--- src/rtl/bcd_disp_pkg.sv ---
// Shared types and constants for the binary-to-BCD converter and 7-segment scanner.
// Latency: n/a (types, constants and an elaboration-time helper only).
// Backpressure: n/a.
package bcd_disp_pkg;

    typedef enum logic {
        IDLE  = 1'b0,
        SHIFT = 1'b1
    } state_t;

    // Active-high segment patterns, bit order {g,f,e,d,c,b,a}.
    localparam logic [6:0] SEG_0     = 7'b0111111;
    localparam logic [6:0] SEG_1     = 7'b0000110;
    localparam logic [6:0] SEG_2     = 7'b1011011;
    localparam logic [6:0] SEG_3     = 7'b1001111;
    localparam logic [6:0] SEG_4     = 7'b1100110;
    localparam logic [6:0] SEG_5     = 7'b1101101;
    localparam logic [6:0] SEG_6     = 7'b1111101;
    localparam logic [6:0] SEG_7     = 7'b0000111;
    localparam logic [6:0] SEG_8     = 7'b1111111;
    localparam logic [6:0] SEG_9     = 7'b1101111;
    localparam logic [6:0] SEG_BLANK = 7'b0000000;

    // Smallest digit count d with 10**d >= 2**bin_w. Evaluated at elaboration
    // only; the 64-bit arithmetic limits it to bin_w <= 63.
    function automatic int min_digits(input int bin_w);
        longint unsigned lim;
        longint unsigned p;
        int              d;
        lim = 64'd1 << bin_w;
        p   = 64'd1;
        d   = 0;
        while (p < lim) begin
            p = p * 64'd10;
            d = d + 1;
        end
        return d;
    endfunction

endpackage

--- src/rtl/seg7_digit_lut.sv ---
// Nibble to active-high 7-segment pattern; codes 10-15 decode to blank.
// Latency: combinational.
// Backpressure: none.
// Ports: i_nibble (4-bit digit code), o_seg ({g,f,e,d,c,b,a}, 1 = segment lit).
module seg7_digit_lut
    import bcd_disp_pkg::*;
(
    input  logic [3:0] i_nibble,
    output logic [6:0] o_seg
);

    always_comb begin
        o_seg = SEG_BLANK;
        case (i_nibble)
            4'd0:    o_seg = SEG_0;
            4'd1:    o_seg = SEG_1;
            4'd2:    o_seg = SEG_2;
            4'd3:    o_seg = SEG_3;
            4'd4:    o_seg = SEG_4;
            4'd5:    o_seg = SEG_5;
            4'd6:    o_seg = SEG_6;
            4'd7:    o_seg = SEG_7;
            4'd8:    o_seg = SEG_8;
            4'd9:    o_seg = SEG_9;
            default: o_seg = SEG_BLANK;
        endcase
    end

endmodule

--- src/rtl/bin2bcd_seg7_display.sv ---
// Serial shift-and-add-3 binary-to-BCD converter driving a scanned N-digit 7-segment display.
// Latency: bcd_valid pulses BIN_W cycles after the accept edge; one conversion per BIN_W+1 cycles.
// Backpressure: in_ready low while converting; in_valid is ignored then (nothing is queued).
// Ports: clk, rst_n (async active-low); in_valid/in_ready/bin_in request handshake;
//        bcd_out/bcd_valid latched result and update pulse; seg/an scanned display drive.
module bin2bcd_seg7_display
    import bcd_disp_pkg::*;
#(
    parameter int BIN_W          = 16,
    parameter int DIGITS         = 5,
    parameter int REFRESH_DIV    = 50000,
    parameter int SEG_ACTIVE_LOW = 1
) (
    input  logic                  clk,
    input  logic                  rst_n,
    input  logic                  in_valid,
    output logic                  in_ready,
    input  logic [BIN_W-1:0]      bin_in,
    output logic [4*DIGITS-1:0]   bcd_out,
    output logic                  bcd_valid,
    output logic [6:0]            seg,
    output logic [DIGITS-1:0]     an
);

    localparam int BCD_W  = 4 * DIGITS;
    localparam int WORK_W = BCD_W + BIN_W;
    localparam int CNT_W  = (BIN_W > 1) ? $clog2(BIN_W) : 1;
    localparam int RW     = (REFRESH_DIV > 1) ? $clog2(REFRESH_DIV) : 1;
    localparam int SW     = (DIGITS > 1) ? $clog2(DIGITS) : 1;

    generate
        if (DIGITS < min_digits(BIN_W)) begin : g_err_digits
            $error("bin2bcd_seg7_display: DIGITS too small for BIN_W");
        end
        if (REFRESH_DIV < 1) begin : g_err_refresh
            $error("bin2bcd_seg7_display: REFRESH_DIV must be at least 1");
        end
    endgenerate

    // ------------------------------------------------------------------
    // Converter FSM
    // ------------------------------------------------------------------
    state_t              r_state;
    state_t              w_state_nxt;
    logic                w_accept;
    logic                w_last;
    logic [CNT_W-1:0]    r_cnt;
    logic [WORK_W-1:0]   r_work;
    logic [WORK_W-1:0]   w_shift;
    logic [BCD_W-1:0]    r_bcd;
    logic                r_bcd_vld;

    always_ff @(posedge clk or negedge rst_n) begin
        if (!rst_n) begin
            r_state <= IDLE;
        end else begin
            r_state <= w_state_nxt;
        end
    end

    always_comb begin
        w_state_nxt = r_state;
        w_accept    = 1'b0;
        w_last      = 1'b0;
        case (r_state)
            IDLE: begin
                if (in_valid) begin
                    w_accept    = 1'b1;
                    w_state_nxt = SHIFT;
                end
            end
            SHIFT: begin
                if (r_cnt == CNT_W'(BIN_W - 1)) begin
                    w_last      = 1'b1;
                    w_state_nxt = IDLE;
                end
            end
            default: w_state_nxt = IDLE;
        endcase
    end

    // One double-dabble step: correct every BCD nibble that would overflow
    // past 9 when doubled, then shift the next binary bit in.
    always_comb begin
        logic [WORK_W-1:0] v_adj;
        v_adj = r_work;
        for (int k = 0; k < DIGITS; k++) begin
            if (r_work[BIN_W + 4*k +: 4] >= 4'd5) begin
                v_adj[BIN_W + 4*k +: 4] = r_work[BIN_W + 4*k +: 4] + 4'd3;
            end
        end
        w_shift = v_adj << 1;
    end

    always_ff @(posedge clk or negedge rst_n) begin
        if (!rst_n) begin
            r_work    <= '0;
            r_cnt     <= '0;
            r_bcd     <= '0;
            r_bcd_vld <= 1'b0;
        end else begin
            r_bcd_vld <= w_last;
            if (w_accept) begin
                r_work <= {{BCD_W{1'b0}}, bin_in};
                r_cnt  <= '0;
            end else if (r_state == SHIFT) begin
                r_work <= w_shift;
                r_cnt  <= r_cnt + 1'b1;
            end
            // Only the finished value reaches the display register.
            if (w_last) begin
                r_bcd <= w_shift[WORK_W-1 -: BCD_W];
            end
        end
    end

    assign in_ready  = (r_state == IDLE);
    assign bcd_out   = r_bcd;
    assign bcd_valid = r_bcd_vld;

    // ------------------------------------------------------------------
    // Display scan: free-running, independent of conversions
    // ------------------------------------------------------------------
    logic [RW-1:0] r_ref;
    logic [SW-1:0] r_scan;

    always_ff @(posedge clk or negedge rst_n) begin
        if (!rst_n) begin
            r_ref  <= '0;
            r_scan <= '0;
        end else if (r_ref == RW'(REFRESH_DIV - 1)) begin
            r_ref  <= '0;
            r_scan <= (r_scan == SW'(DIGITS - 1)) ? '0 : r_scan + 1'b1;
        end else begin
            r_ref <= r_ref + 1'b1;
        end
    end

    logic [DIGITS-1:0] w_blank;
    logic [3:0]        w_nib;
    logic              w_cur_blank;
    logic [DIGITS-1:0] w_an_hi;
    logic [6:0]        w_lut_seg;
    logic [6:0]        w_seg_hi;

    always_comb begin
        logic v_zero_above;
        // Leading-zero blanking walks down from the top digit; digit 0 always shows.
        w_blank      = '0;
        v_zero_above = 1'b1;
        for (int i = DIGITS - 1; i >= 1; i--) begin
            v_zero_above = v_zero_above & (r_bcd[4*i +: 4] == 4'd0);
            w_blank[i]   = v_zero_above;
        end
        w_nib       = '0;
        w_cur_blank = 1'b0;
        w_an_hi     = '0;
        for (int i = 0; i < DIGITS; i++) begin
            if (r_scan == SW'(i)) begin
                w_nib       = r_bcd[4*i +: 4];
                w_cur_blank = w_blank[i];
                w_an_hi[i]  = 1'b1;
            end
        end
    end

    seg7_digit_lut u_lut (
        .i_nibble (w_nib),
        .o_seg    (w_lut_seg)
    );

    // A blanked digit keeps its enable slot but lights nothing.
    assign w_seg_hi = w_cur_blank ? SEG_BLANK : w_lut_seg;
    assign seg      = (SEG_ACTIVE_LOW != 0) ? ~w_seg_hi : w_seg_hi;
    assign an       = (SEG_ACTIVE_LOW != 0) ? ~w_an_hi  : w_an_hi;

endmodule
--- config.mk ---
export PLATFORM = sky130hd
export DESIGN_NAME = bin2bcd_seg7_display
export DESIGN_NICKNAME = d
export VERILOG_FILES = /design/src/rtl/bcd_disp_pkg.sv /design/src/rtl/seg7_digit_lut.sv /design/src/rtl/bin2bcd_seg7_display.sv
export SDC_FILE = /design/constraint.sdc
export NUM_CORES = 1
export LEC_CHECK = 0
export BUFFER_PORTS_ARGS = -buffer_cell sky130_fd_sc_hd__buf_2
export CAP_MARGIN = 40
export CELL_PAD_IN_SITES_DETAIL_PLACEMENT = 1
export CELL_PAD_IN_SITES_GLOBAL_PLACEMENT = 2
export CORE_MARGIN = 5
export CORE_UTILIZATION = 30
export CTS_CLUSTER_DIAMETER = 150
export DETAILED_ROUTE_END_ITERATION = 8
export PLACE_DENSITY = 0.79
export SYNTH_ARGS = -nofsm -noshare
export SYNTH_HDL_FRONTEND = slang
export SYNTH_HIERARCHICAL = 1
export SYNTH_SLANG_ARGS = --single-unit
--- constraint.sdc ---
create_clock -name clk -period 8.37 [get_ports clk]
set_input_delay 1.674 -clock clk [delete_from_list [all_inputs] [get_ports clk]]
set_output_delay 1.674 -clock clk [all_outputs]
set_load 0.01 [all_outputs]
# Word-level counts from Yosys, hierarchy flattened

Memories as Yosys holds them, arrays and structs flattened.
Cells that the tools add are included.

Memory bits (read-only): 112
Word-level logic and storage cells: 71
Input port bits: 19
Register bits: 81
Latch bits: 0
Memory bits (writable): 0
Output and inout port bits: 34
Memories: 1

Equality and inequality tests: 6
Shifts and indexed selects: 0
Divide/modulo/power cells: 0
Magnitude comparators: 5
Bitwise gates (word level): 6
Add/sub/neg operators: 8
$mul: 0
Reductions and logical operators: 6
Mux-type cells: 32

Memory list:

| memory           | depth | bits a word | read ports | clocked after memory_dff | wr ports | line                 | source |
|---|---|---|---|---|---|---|---|
| (name not given) | 16    | 7           | 1          | 0                        | 0        | seg7_digit_lut.sv:14 | `case (i_nibble)` |

Operator list:

| operator              | count |
|---|---|
| $mux 36               | 2 |
| $mux 4                | 11 |
| $ge 4x3->1 const B    | 5 |
| $add 16x1->16 const B | 1 |
| $add 4x2->4 const B   | 4 |
| $eq 16x16->1 const B  | 1 |
| $logic_not 4->1       | 4 |
| $mux 16               | 1 |
| $mux 1                | 14 |
| $mux 7                | 1 |
| $not 7->7             | 1 |
| $eq 3x2->1 const B    | 2 |
| $mux 3                | 2 |
| $not 5->5             | 1 |
| $add 4x1->4 const B   | 1 |
| $eq 4x4->1 const B    | 1 |
| $add 3x1->3 const B   | 1 |
| $add 3x2->3 const B   | 1 |
| $and 1x1->1           | 3 |
| $eq 3x1->1 const B    | 1 |
| $eq 3x3->1 const B    | 1 |
| $logic_not 3->1       | 1 |
| $pmux 1 s2            | 1 |
| $reduce_bool 2->1     | 1 |
| $not 1->1             | 1 |

# Logic depth before layout (Yosys ltp)

Depth in word-level cells: 10
Gate-level depth with buffers: 13
Mapped depth without buffers: 12

# Hierarchy

The synthesis kept the hierarchy.

Modules (own cells, without submodules):

| module               | sequential area each (sq um) | times used | cells an instance | area each (sq um) |
|---|---|---|---|---|
| bin2bcd_seg7_display | 2026.9                       | 1          | 430               | 4186.5 |
| seg7_digit_lut       | 0.0                          | 1          | 28                | 219.0 |

# Worst setup path before layout

OpenSTA, ideal clock, no wires.

Path kind: flip-flop to output port
Start point: register r_scan[0]
End point: output seg[0]
Buffers on the path: 1
Cell stages (with the launch flop): 14
Data required time: 6.696 ns
Path slack: 4.446 ns
Arrival time: 2.250 ns
Path through: dfrtp_1 -> inv_1 -> ha_1 -> clkbuf_1 -> nand2_1 -> o21ai_0 -> mux2i_1 -> o211ai_1 -> inv_2 -> ha_1 -> nor2_1 -> a21oi_1 -> o22ai_1 -> nand3_1

Longest elaborated chain between the ends: 9
Elaborated cells between the ends (all ways): 17
Classes of those cells: eq/ne (4); mux (10); bitwise (1); reduce/logical (1); memory (1)

RTL lines:

| element                  | line                        | source |
|---|---|---|
| start: declaration       | bin2bcd_seg7_display.sv:125 | `logic [SW-1:0] r_scan;` |
| start signal: assignment | bin2bcd_seg7_display.sv:133 | `r_scan <= (r_scan == SW'(DIGITS - 1)) ? '0 : r_scan + 1'b1;` |
| $logic_not 3->1          | bin2bcd_seg7_display.sv:159 | `if (r_scan == SW'(i)) begin` |
| $mux 4 (4 in series)     | bin2bcd_seg7_display.sv:159 |  |
| $mux 4 *                 | bin2bcd_seg7_display.sv:159 |  |
| net w_nib[1]             | bin2bcd_seg7_display.sv:140 | `logic [3:0] w_nib;` |
| $mem_v2 16x7 *           | n/a                         |  |
| net w_lut_seg[0]         | bin2bcd_seg7_display.sv:143 | `logic [6:0] w_lut_seg;` |
| $mux 7 *                 | bin2bcd_seg7_display.sv:173 | `assign w_seg_hi = w_cur_blank ? SEG_BLANK : w_lut_seg;` |
| $not 7->7 *              | bin2bcd_seg7_display.sv:174 | `assign seg = (SEG_ACTIVE_LOW != 0) ? ~w_seg_hi : w_seg_hi;` |
| end: declaration         | bin2bcd_seg7_display.sv:21  | `output logic [6:0] seg,` |

The timed path passes the listed nets; every way through them passes the cells marked *.

# Worst setup path in the final report

Same ends and word-level chain as after synthesis.

==> qor.yml <==
finish:
  instances_no_fill: 695
  finish.net_count: 548
  antenna_cells: 0
  drive_above_1_share_pct: 17.0
  area_growth_syn_to_layout_pct: 16.6
synth:
  ys_seq_elements: 81
  ys_seq_area_share_pct: 46.0
  synth_ff_type: "dfrtp_1"
  avgSynthCellArea_sq_um: 9.62
  synth_top_area_share_pct: 46.0
  yosys_warnings: 6
  synth.most_common_cell: "dfrtp_1"
  syn_inst: 458
  synthesis.nets: 500
  ys_types: 46
  synth_area_sq_mm: 0.00441
  synth_top_area_cell: "dfrtp_1"
  synth_edf_count: 0
  synth.area.top_cells: "dfrtp_1 46%, o21ai_0 6.6%, ha_1 6.5%"
  ys_async_sr_fraction_pct: 100
  synthTopCellsByCount: "81 x dfrtp_1, 58 x o21ai_0, 54 x nand2_1, 27 x mux2i_1, 23 x ha_1"
sta:
  hold_viol: 0
  worstMarginPinSlew_ns: 0.798
  max_freq_ghz: 0.214
  setup_violations: 0
  fin_crit_ns: 4.68
  timing.hold.ws_ns: 0.488
  period_share_pct: 55.9
  fin_setup_tns_ns: 0
  slew_violations: 0
  slew_headroom_pct: 46.8
  rsz0062_at_grt: "false"
  fin_skew_ns: 0.0101
critical_path:
  cp_top_family: "compound AO/OA/AOI/OAI gates"
  path_depth: 13
  path_cells: "inv_1 -> ha_1 -> nand2_1 -> o21ai_0 -> mux2i_1 -> o211ai_1 -> inv_2 -> ha_1 -> nor2_1 -> a21oi_1 -> o22ai_1 -> nand3_1 -> buf_2"
  cp.buffers_inverters: 3
  worstSetupEndpointType: "output port"
  required_ns: 6.70
  slowest_delay_ns: 0.54
  cp_common_cell: "ha_1"
  crit_slowest_cell: "o211ai_1"
  r2r_cells: 5
  critical_path_class: "flop to output port"
  cp-start-kind: "flop"
  cp_max_fo: 8
  crit_arrival_ns: 3.01
cts:
  cts_resized: 0
  cts_tree: "built"
  root_buffer: "clkbuf_16"
  h-tree-depth: 3
  cts_post_setup_buffers_inserted: 0
  clk_pin_slew_ns: 0.06
  cts-buffers-inserted: 9
  cts.sinks: 81
  ctsHoldBuffers: 0
  clk_path_buf_depth: 2
  clk_latency_ns: 0.34
route:
  drc_errors: 0
  wl_met2_microns: 5110
  firstDrtPassIters: 4
  met3_length_microns: 428
  m1WireLength_microns: 5170
  routedWlPerCell_microns: 15.6
  drt-initial-drc-count: 131
  num_vias: 3494
  via_per_inst: 5.03
  top_layer: "met4"
  antenna_left: 0
  totalWireLength_microns: 10900
global_routing:
  grt_pass1_vias: 3720
  grtUsageTotal_pct: 12.9
  antenna_found_initial: 0
  grt.overflow.total: 0
  grt_max_degree: 65
  grt_pass1_wl_microns: 18800
outcome:
  status: "finished, final reports clean"
placement:
  gp_congestion: 0.793
  port_buffers: 52
  dpl.cell_count: 679
  dp_hpwl_microns: 8000
pwr:
  power-per-cell-area_mw_per_mm2: 330
  leakagePower_nw: 2.41
  ir_drop_v: 0.000101
die:
  num_rows: 44
  dieWidth_microns: 131
  core_area_sq_mm: 0.0145
  die_h_microns: 131
  initial_core_util_pct: 30.4
  dieArea_sq_mm: 0.0172
  io-pin-count: 53
hold_path:
  hold_path_depth: 2
  hold_path_class: "flop to flop"
job:
  drv_cap: 0
-- worst register-to-register path: stages, from the launching register on --
cell and delay [ns]:
dfrtp_1 0.43, or4b_4 0.57, nor4_4 0.52, buf_6 0.22
o21ai_1 0.08, a21o_1 0.18
-- flip-flops by register name, summed over array words and instances, names as in the netlist --
| name | flops |
|---|---|
| bcd_out | 20 |
| bcd_valid | 1 |
| r_cnt | 4 |
| r_ref | 16 |
| r_scan | 3 |
| r_state | 1 |
| r_work | 36 |
-- area by class of cell --
class	instances	area (sq um)
multi-input combinational	332	2190
tap	184	230
sequential	81	2030
timing repair buffer	59	334
inverter	23	86.3
clock buffer	9	225
fill	1646	9340
clock inverter	7	45.0
-- logic make-up (layout without fill, tap and decap cells) --
| logic type | after synthesis | after routing | synth area share, % |
|---|---|---|---|
| AND/OR/NAND/NOR | 150 | 150 | 17.8 |
| multiplexers | 34 | 34 | 7.92 |
| flip-flops | 81 | 81 | 46.0 |
| adder cells (fa/ha/maj) | 23 | 23 | 6.53 |
| buffers and inverters | 45 | 98 | 4.35 |
| XOR/XNOR | 16 | 16 | 3.18 |
| AO/OA/AOI/OAI | 109 | 109 | 14.2 |
-- per-layer routing --
metal / GRT usage, % / vias up
met3: 2.71 / 15
met5: 0 / -
met4: 3.93 / 0
met2: 21.3 / 63
li1: - / 1691
met1: 17.0 / 1725
-- where the power goes --
part	total (mW)	switching (mW)	internal (mW)
combinational	0.692	0.386	0.306
clock	0.366	0.165	0.200
sequential	0.635	0.117	0.518
-- stage by stage --
stage / util (%) / area [sq um] / worst slack, ns / power, mW
floorplan: - / 4410 / 4.45 / 1.11
global placement: 33.2 / 4810 / 4.15 / 1.30
detailed placement: 33.6 / 4860 / 4.03 / 1.35
CTS: 35.5 / 5130 / 3.65 / 1.72
global route: 35.5 / 5130 / 3.29 / 1.84
finish: 35.5 / 5130 / 3.69 / 1.69
-- placed cells by master (no fill, tap or decap), types with 2 or more instances in the layout --
cell and n:
o21ai_0 58, inv_1 21, a21oi_1 18, a22o_1 6
dfrtp_1 81, nor3b_1 8, nor2_1 22, a21o_1 11
nor4_1 6, clkbuf_16 9, nand2_1 54, o22ai_1 5
buf_4 4, and2_1 6, o21ai_1 3, nand2b_1 9
buf_2 53, nand4_1 4, nand3_1 18, ha_1 23
xnor2_1 9, a22oi_1 2, clkinv_2 4, mux2_2 7
mux2i_1 27, or3_1 9, xor2_1 7, nand3b_1 2
o211ai_1 2
-- path summary, 6_finish.rpt --
| check | from | to | slack (ns) |
|---|---|---|---|
| min in group asynchronous | rst_n | r_work[12] | 1.31 |
| max reg2reg | r_ref[4] | r_ref[9] | 6.28 |
| max | r_scan[0] | seg[0] | 3.69 |
| min | r_work[14] | r_work[15] | 0.49 |
| min reg2reg | r_work[14] | r_work[15] | 0.49 |
| max in group asynchronous | rst_n | r_work[34] | 6.45 |
(Power assumes the default switching activity.)
